===== src/rtl/vect_mem_sequencer.sv =====
// vect_mem_sequencer
//   Memory-stage controller for the vector ASIP. A vector load or store of
//   vectorSize lanes is serialised into one registerSize-wide memory access
//   per lane. The upstream pipe registers are frozen with `stall` for the
//   whole transfer. A load's result appears on `vect_out` and is qualified
//   by a one-cycle `done` pulse.
//
// Ports
//   clk, reset           clock (rising edge); asynchronous active-low reset
//   start, op_load       request / 1=load 0=store (sampled in IDLE or DONE)
//   base_addr, vect_in   lane-0 word address and store data (sampled with start)
//   mem_ready, mem_rdata memory handshake and read data
//   mem_req, mem_we      access request / write enable
//   mem_addr, mem_wdata  access address / write data
//   vect_out             assembled load vector
//   stall, done          upstream hold / completion pulse

// Holds one lane of the assembled load vector.
module vect_mem_lane #(
  parameter int W = 16
) (
  input  logic         clk,
  input  logic         reset,
  input  logic         wr_en,
  input  logic [W-1:0] wdata,
  output logic [W-1:0] lane_out
);
  logic [W-1:0] lane_q, lane_d;

  always_comb begin
    lane_d = lane_q;
    if (wr_en) lane_d = wdata;
  end

  always_ff @(posedge clk or negedge reset)
    if (!reset) lane_q <= '0;
    else        lane_q <= lane_d;

  assign lane_out = lane_q;
endmodule

module vect_mem_sequencer #(
  parameter int registerSize = 16,
  parameter int vectorSize   = 4,
  parameter int ADDR_WIDTH   = 32
) (
  input  logic                                     clk,
  input  logic                                     reset,
  input  logic                                     start,
  input  logic                                     op_load,
  input  logic [ADDR_WIDTH-1:0]                    base_addr,
  input  logic [vectorSize-1:0][registerSize-1:0]  vect_in,
  input  logic                                     mem_ready,
  input  logic [registerSize-1:0]                  mem_rdata,
  output logic                                     mem_req,
  output logic                                     mem_we,
  output logic [ADDR_WIDTH-1:0]                    mem_addr,
  output logic [registerSize-1:0]                  mem_wdata,
  output logic [vectorSize-1:0][registerSize-1:0]  vect_out,
  output logic                                     stall,
  output logic                                     done
);
  localparam int LANE_W = $clog2(vectorSize);

  typedef enum logic [1:0] {S_IDLE, S_XFER, S_DONE} state_e;

  state_e                                  state_q, state_d;
  logic [LANE_W-1:0]                       lane_q, lane_d;
  logic                                    op_load_q, op_load_d;
  logic [ADDR_WIDTH-1:0]                   base_q, base_d;
  logic [vectorSize-1:0][registerSize-1:0] vect_q, vect_d;

  logic xfer, accept, complete, last_lane;

  assign xfer      = (state_q == S_XFER);
  // start is only honoured outside XFER (IDLE, or DONE for back-to-back).
  assign accept    = start & ~xfer;
  assign complete  = xfer & mem_ready;
  assign last_lane = (lane_q == LANE_W'(vectorSize - 1));

  always_comb begin
    state_d   = state_q;
    lane_d    = lane_q;
    op_load_d = op_load_q;
    base_d    = base_q;
    vect_d    = vect_q;
    case (state_q)
      S_XFER: begin
        if (mem_ready) begin
          if (last_lane) state_d = S_DONE;
          else           lane_d  = lane_q + LANE_W'(1);
        end
      end
      S_DONE:  state_d = S_IDLE;
      default: state_d = S_IDLE;
    endcase
    if (accept) begin
      state_d   = S_XFER;
      lane_d    = '0;
      op_load_d = op_load;
      base_d    = base_addr;
      vect_d    = vect_in;
    end
  end

  always_ff @(posedge clk or negedge reset) begin
    if (!reset) begin
      state_q   <= S_IDLE;
      lane_q    <= '0;
      op_load_q <= 1'b0;
      base_q    <= '0;
      vect_q    <= '0;
    end else begin
      state_q   <= state_d;
      lane_q    <= lane_d;
      op_load_q <= op_load_d;
      base_q    <= base_d;
      vect_q    <= vect_d;
    end
  end

  // Memory port is a pure function of registered state, so it holds steady
  // while the memory stretches an access with mem_ready low.
  assign mem_req   = xfer;
  assign mem_we    = xfer & ~op_load_q;
  assign mem_addr  = xfer ? (base_q + ADDR_WIDTH'(lane_q)) : '0;
  assign mem_wdata = (xfer & ~op_load_q) ? vect_q[lane_q] : '0;
  assign done      = (state_q == S_DONE);
  assign stall     = xfer | accept;

  logic [registerSize-1:0] lane_out [vectorSize];

  for (genvar g = 0; g < vectorSize; g++) begin : g_lane
    vect_mem_lane #(.W(registerSize)) u_lane (
      .clk      (clk),
      .reset    (reset),
      .wr_en    (complete & op_load_q & (lane_q == LANE_W'(g))),
      .wdata    (mem_rdata),
      .lane_out (lane_out[g])
    );
  end

  always_comb begin
    vect_out = '0;
    for (int i = 0; i < vectorSize; i++) vect_out[i] = lane_out[i];
  end
endmodule

===== config.mk =====
export PLATFORM = sky130hd
export DESIGN_NAME = vect_mem_sequencer
export DESIGN_NICKNAME = d
export VERILOG_FILES = /design/src/rtl/vect_mem_sequencer.sv
export SDC_FILE = /design/constraint.sdc
export NUM_CORES = 1
export LEC_CHECK = 0
export CORE_UTILIZATION = 48
export CTS_CLUSTER_SIZE = 30
export DETAILED_ROUTE_END_ITERATION = 10
export GPL_ROUTABILITY_DRIVEN = 0
export PLACE_DENSITY = 0.84
export SLEW_MARGIN = 20
export SYNTH_ARGS = -nofsm -noshare
export SYNTH_HDL_FRONTEND = slang
export SYNTH_HIERARCHICAL = 1
export SYNTH_SLANG_ARGS = --single-unit

===== constraint.sdc =====
create_clock -name clk -period 2.65 [get_ports clk]
set_input_delay 0.3975 -clock clk [delete_from_list [all_inputs] [get_ports clk]]
set_output_delay 0.3975 -clock clk [all_outputs]
set_load 0.02 [all_outputs]

==> results of run 1 <==
worst max-delay path: cells and delay by family (launching register included):
kind            cells  cell delay [ns]
compound gates      2             0.21
fa+ha+maj           1             0.29
buf+inv             1             0.16
flops               1             0.42
simple gates        2             0.95
routing by layer:
layer	part of all wire	vias to the layer above	wire length, um	global-route usage
li1	-	2589	-	-
met1	0.39	2997	8290	0.298
met2	0.51	287	11000	0.439
met3	0.085	39	1830	0.0746
met4	0.015	0	328	0.0828
met5	0	-	0	0
worst max-delay path by stage:
stage | end | slack (ns) | depth (start not counted)
floorplan | mem_addr[21] | 0.04 | 6
global placement | mem_addr[30] | -0.23 | 7
detailed placement | mem_addr[30] | -0.25 | 7
CTS | mem_addr[17] | -0.16 | 6
global route | mem_addr[30] | -0.26 | 8
finish | mem_addr[21] | -0.19 | 6
power by group:
group	internal, mW	switching, mW
Sequential	3.79	0.799
Clock	1.30	1.03
Combinational	4.37	3.83
cells by family after synthesis:
| family | after synthesis | share of synthesized area |
|---|---|---|
| compound gates | 41 | 0.0333 |
| xor+xnor | 11 | 0.0122 |
| fa+ha+maj | 7 | 0.0121 |
| buf+inv | 39 | 0.0363 |
| flops | 165 | 0.524 |
| mux | 178 | 0.296 |
| simple gates | 115 | 0.0863 |
what timing repair did:
action,in CTS,in global routing
setup endpoints to repair,47,41
cloned,0,1
resized for setup,133,42
hold endpoints to repair,56,0
buffers inserted,3,3
hold buffers,1,0
pin swaps,12,20
cell type report:
type                    count  area (um^2)  area share
well taps                 216          270      0.0237
multi-input cells         353         3670       0.321
clock buffers              18          429      0.0376
flip-flops and latches    165         4130       0.361
inverters                   7         26.3     0.00230
clock inverters            13          123      0.0107
repair buffers            293         2780       0.243
cell usage after synthesis (all sizes together) (2+ instances only):
cell type	count
o31ai	10
mux4	16
xnor2	7
o41ai	2
nor3	4
a31oi	2
and4	5
a21oi	18
nand4	9
nand2	18
and2	24
clkbuf	10
a31o	2
buf	22
nor2	17
inv	7
xor2	4
or4	10
mux2	161
dfrtp	165
or3	4
o21ai	4
nand3	9
and3	5
nor2b	3
nor4	4
a41o	2
ha	6
sequential cells by signal, indices dropped and copies added, names as in the netlist:
register / count
vect_q: 64
base_q: 32
op_load_q: 1
lane_q: 2
g_lane.u_lane/lane_out: 64
state_q: 2
through the flow:
stage               total power [mW]  cells  setup TNS [ns]  area [um^2]
global placement                12.3   1027           -1.88        10700
floorplan                       9.08    556               0         7880
CTS                             14.9   1062           -2.92        11200
finish                          15.1   1065           -3.01        11400
detailed placement              12.6   1027           -2.42        10700
global route                    15.9   1065           -5.67        11400
==> impl_metrics.toml, run 1 <==
[logic_synthesis]
ys_async_sr_fraction = 1.00
synth_top_area_frac = 0.524
synth_edf_count = 0
yosysSeqAreaShare = 0.524
synth_cells = 556
synthTopCellsByArea = "dfrtp_1 52%, mux2_2 17%, mux2_4 7.6%"
synth.net_count = 680
synth.distinct_cells = 46
avgSynthCellArea_um2 = 14.2
yosysWarnings = 6
synth_ff_type = "dfrtp_1"
yosysTopAreaCell = "dfrtp_1"
syn_area_um2 = 7880
synth-seq-cells = 165

[layout]
mostFrequentLayoutCells = "200 x clkdlybuf4s50_1, 165 x dfrtp_1, 121 x mux2_2, 67 x buf_4, 40 x mux2_4"
final_util = 0.717
final_common_cell = "clkdlybuf4s50_1"
antenna_cells = 0
layout.nets = 961
drive_gt1_frac = 0.397
area_growth_syn_to_layout_pct = 44.9
filler_cell_count = 1055

[timing]
clock.fmax_ghz = 0.352
timing.final.ws_setup_ns = -0.192
relSlewSlack = 0.608
maxSlewViolCount = 0
worst_pin_slew_ns = 0.588
setup_viol = 34
period_share = 1.07
clock_skew_ns = 0.0106
hold_viol_final = 0
min_period_ns = 2.84
hold-worst-slack_ns = 0.502
rsz0062_at_grt = "yes"

[placed_design]
post-place-ws_ns = -0.248
dp_hpwl_um = 14700
io_buffers = 232

[worst_setup_path]
critPathMaxStageDelay_ns = 0.50
crit_path_end_kind = "output pin"
crit_type = "register to output pin"
startpoint_type = "register"
timing.rr.start = "state_q[1]"
critPathMaxFanout = 6
r2r_cells = 6
crit_path_start = "base_q[1]"
rr_endpoint = "g_lane[2].u_lane/lane_out[13]"
crit_path_cell_trace = "ha_4 > a21oi_4 > or3_4 > or4_4 > a21oi_2 > buf_4"
crit_slowest_cell = "or4_4"
worst-r2r-setup-slack_ns = 0.48
cp_data_arrival_time_ns = 2.44
cp_data_required_time_ns = 2.25

[floorplan]
io_pins = 233
start_util = 0.495
die_y_um = 130
rows = 46
die_area_um2 = 16900
die_w_um = 130
core_area_um2 = 15900

[pwr]
cellLeakagePower_nw = 4.86
ir_drop_mv = 0.817
p_per_area_nw_per_um2 = 1320

[route]
vias_per_cell = 5.55
routed_wl_um = 21500
postRouteAntennaNets = 0
first_pass_iters = 5
post-route-drc-count = 0
wire_per_inst_um = 20.2
drtIter0Drc = 324
num_vias = 5912

[clocking]
cts_tree = "done"
clock_latency_ns = 0.42
clockBufferDepth = 2
cts_made_buffers = 17
cts_sinks = 165
cts_root_buf = "clkbuf_16"
htreeDepth = 4
clk_pin_slew_worst_paths_ns = 0.07

[run_status]
violations = "negative setup slack"
status = "finished, violations left"

[global_route]
grt_pass1_wl_um = 32500
antenna_found_initial = 0
first_global_vias = 6256
grt_max_degree = 61
grt-ovfl-total = 0
track_usage = 0.252

[worst_hold_path]
holdCritPathClass = "register to register"
min_path_cells = 1
hold_path_end = "vect_q[41]"
hold_start = "vect_q[41]"

[job]
maxCapViolations = 0
(Power assumes the default switching activity.)
==> inputs of run 2 (changes only) <==
- GPL_TIMING_DRIVEN: not set -> 0
==> impl_metrics.toml, run 2 (synthesized netlist as in run 1, its figures left out) <==
[run_status]
status = "finished, violations left"
violations = "negative hold slack, negative setup slack"

[timing]
maxSlewViolCount = 0
relSlewSlack = 0.504
clock_skew_ns = 0.0136
worst_pin_slew_ns = 0.745
min_period_ns = 2.93
hold-worst-slack_ns = -0.00140
period_share = 1.11
timing.final.ws_setup_ns = -0.281
final.setup.tns_ns = -2.62
setup_viol = 18
clock.fmax_ghz = 0.341
hold_viol_final = 2
rsz0062_at_grt = "yes"

[worst_setup_path]
r2r_cells = 5
crit_slowest_cell = "dfrtp_1"
crit_type = "register to output pin"
critPathMaxStageDelay_ns = 0.43
timing.rr.start = "state_q[1]"
endpoint = "mem_addr[21]"
critPathMaxFanout = 7
crit_path_end_kind = "output pin"
cp_data_required_time_ns = 2.25
crit_path_cell_trace = "ha_4 > a21oi_4 > or3_4 > buf_6 > or4_4 > a21oi_2 > buf_6"
cp_data_arrival_time_ns = 2.53
worst-r2r-setup-slack_ns = 0.31
cp_common_cell = "buf_6"
startpoint_type = "register"
crit_path_start = "base_q[1]"
rr_endpoint = "vect_q[4]"

[global_route]
first_global_vias = 6225
track_usage = 0.265
grt-ovfl-total = 0
grt_max_degree = 98
grt_pass1_wl_um = 33800
antenna_found_initial = 0

[placed_design]
dp_hpwl_um = 14900
io_buffers = 232

[clocking]
cts_sinks = 165
cts_tree = "done"
clockBufferDepth = 2
clk_pin_slew_worst_paths_ns = 0.07
cts_root_buf = "clkbuf_16"
htreeDepth = 4
clock_latency_ns = 0.42
hold_buffers = 0
cts_made_buffers = 17

[floorplan]
rows = 46
start_util = 0.495
die_w_um = 130
die_area_um2 = 16900
die_y_um = 130
core_area_um2 = 15900
io_pins = 233

[route]
wire_per_inst_um = 20.8
first_pass_iters = 5
routed_wl_um = 22100
postRouteAntennaNets = 0
drtIter0Drc = 388
vias_per_cell = 5.54
num_vias = 5887
post-route-drc-count = 0

[worst_hold_path]
holdCritPathClass = "input pin to asynchronous set/reset pin"

[layout]
area.sequential_um2 = 4140
final_util = 0.733
layout.nets = 959
multi_input_area_um2 = 3820
mostFrequentLayoutCells = "184 x clkdlybuf4s50_1, 160 x dfrtp_1, 121 x mux2_2, 40 x mux2_4, 39 x buf_4"
filler_cell_count = 999
drive_gt1_frac = 0.426
final_common_cell = "clkdlybuf4s50_1"
area_growth_syn_to_layout_pct = 48.2
antenna_cells = 0

[pwr]
clkPwrFrac = 0.168
swShare = 0.380
switchingPower_mw = 5.84
p_int_mw = 9.54
ir_drop_mv = 0.672
p_per_area_nw_per_um2 = 1320
cellLeakagePower_nw = 4.93
combPwrFrac = 0.521
seqPwrFrac = 0.311

[job]
maxCapViolations = 0
==> run 2: layer usage <==
layer | share of wire | track usage | up-vias
li1 | - | - | 2593
met1 | 0.39 | 0.320 | 2943
met2 | 0.50 | 0.451 | 300
met3 | 0.086 | 0.0791 | 51
met4 | 0.019 | 0.0964 | 0
met5 | 0 | 0 | -
==> run 2: area by class of cell <==
type                            instances  area share
Clock buffer                           17      0.0364
Tap cell                              216      0.0231
Inverter                                7     0.00257
Multi-Input combinational cell        352       0.327
Buffer                                 27      0.0231
Timing Repair Buffer                  265       0.217
Sequential cell                       165       0.354
Clock inverter                         14      0.0165
==> run 2: power by group through the flow <==
stage | combinational (mW) | sequential [mW] | clock [mW]
floorplan | 4.03 | 5.05 | 0
global route | 8.46 | 4.94 | 2.73
detailed placement | 7.67 | 4.72 | 0
global placement | 7.47 | 4.61 | 0
finish | 8.01 | 4.79 | 2.58
CTS | 7.89 | 4.74 | 2.63
==> run 2: stage by stage <==
stage,worst slack (ns),power (mW),instances,instance area (um^2)
detailed placement,-0.543,12.4,1005,10500
finish,-0.281,15.4,1063,11700
global placement,-5.10,12.1,1004,10500
CTS,-0.259,15.3,1062,11600
floorplan,0.0364,9.08,556,7880
global route,-0.343,16.1,1063,11700
==> run 2: critical path, delay by kind of cell, from the launching register on <==
family / cells / cell delay (ns)
adder cells (fa/ha/maj): 1 / 0.30
AO/OA/AOI/OAI: 2 / 0.25
flip-flops: 1 / 0.43
buffers and inverters: 2 / 0.30
AND/OR/NAND/NOR: 2 / 0.84
==> run 2: repair_timing <==
| item | CTS | global route |
|---|---|---|
| endpoints found under the setup margin | 71 | 34 |
| gates cloned | 0 | 0 |
| gates resized for setup | 214 | 45 |
| pin swaps | 34 | 15 |
| setup buffers | 29 | 4 |
==> run 2: how the worst min path moves through the flow <==
stage | from | end | slack [ns] | cells past startpoint
3_3_place_gp | vect_q[38] | vect_q[38] | 0.48 | 1
6_report | reset | base_q[22] | -0.001 | 1
5_1_grt | reset | base_q[21] | 0.05 | 1
2_1_floorplan | reset | base_q[0] | 0.10 | 0
3_5_place_dp | reset | base_q[21] | 0.48 | 1
4_1_cts | reset | base_q[21] | 0.02 | 1
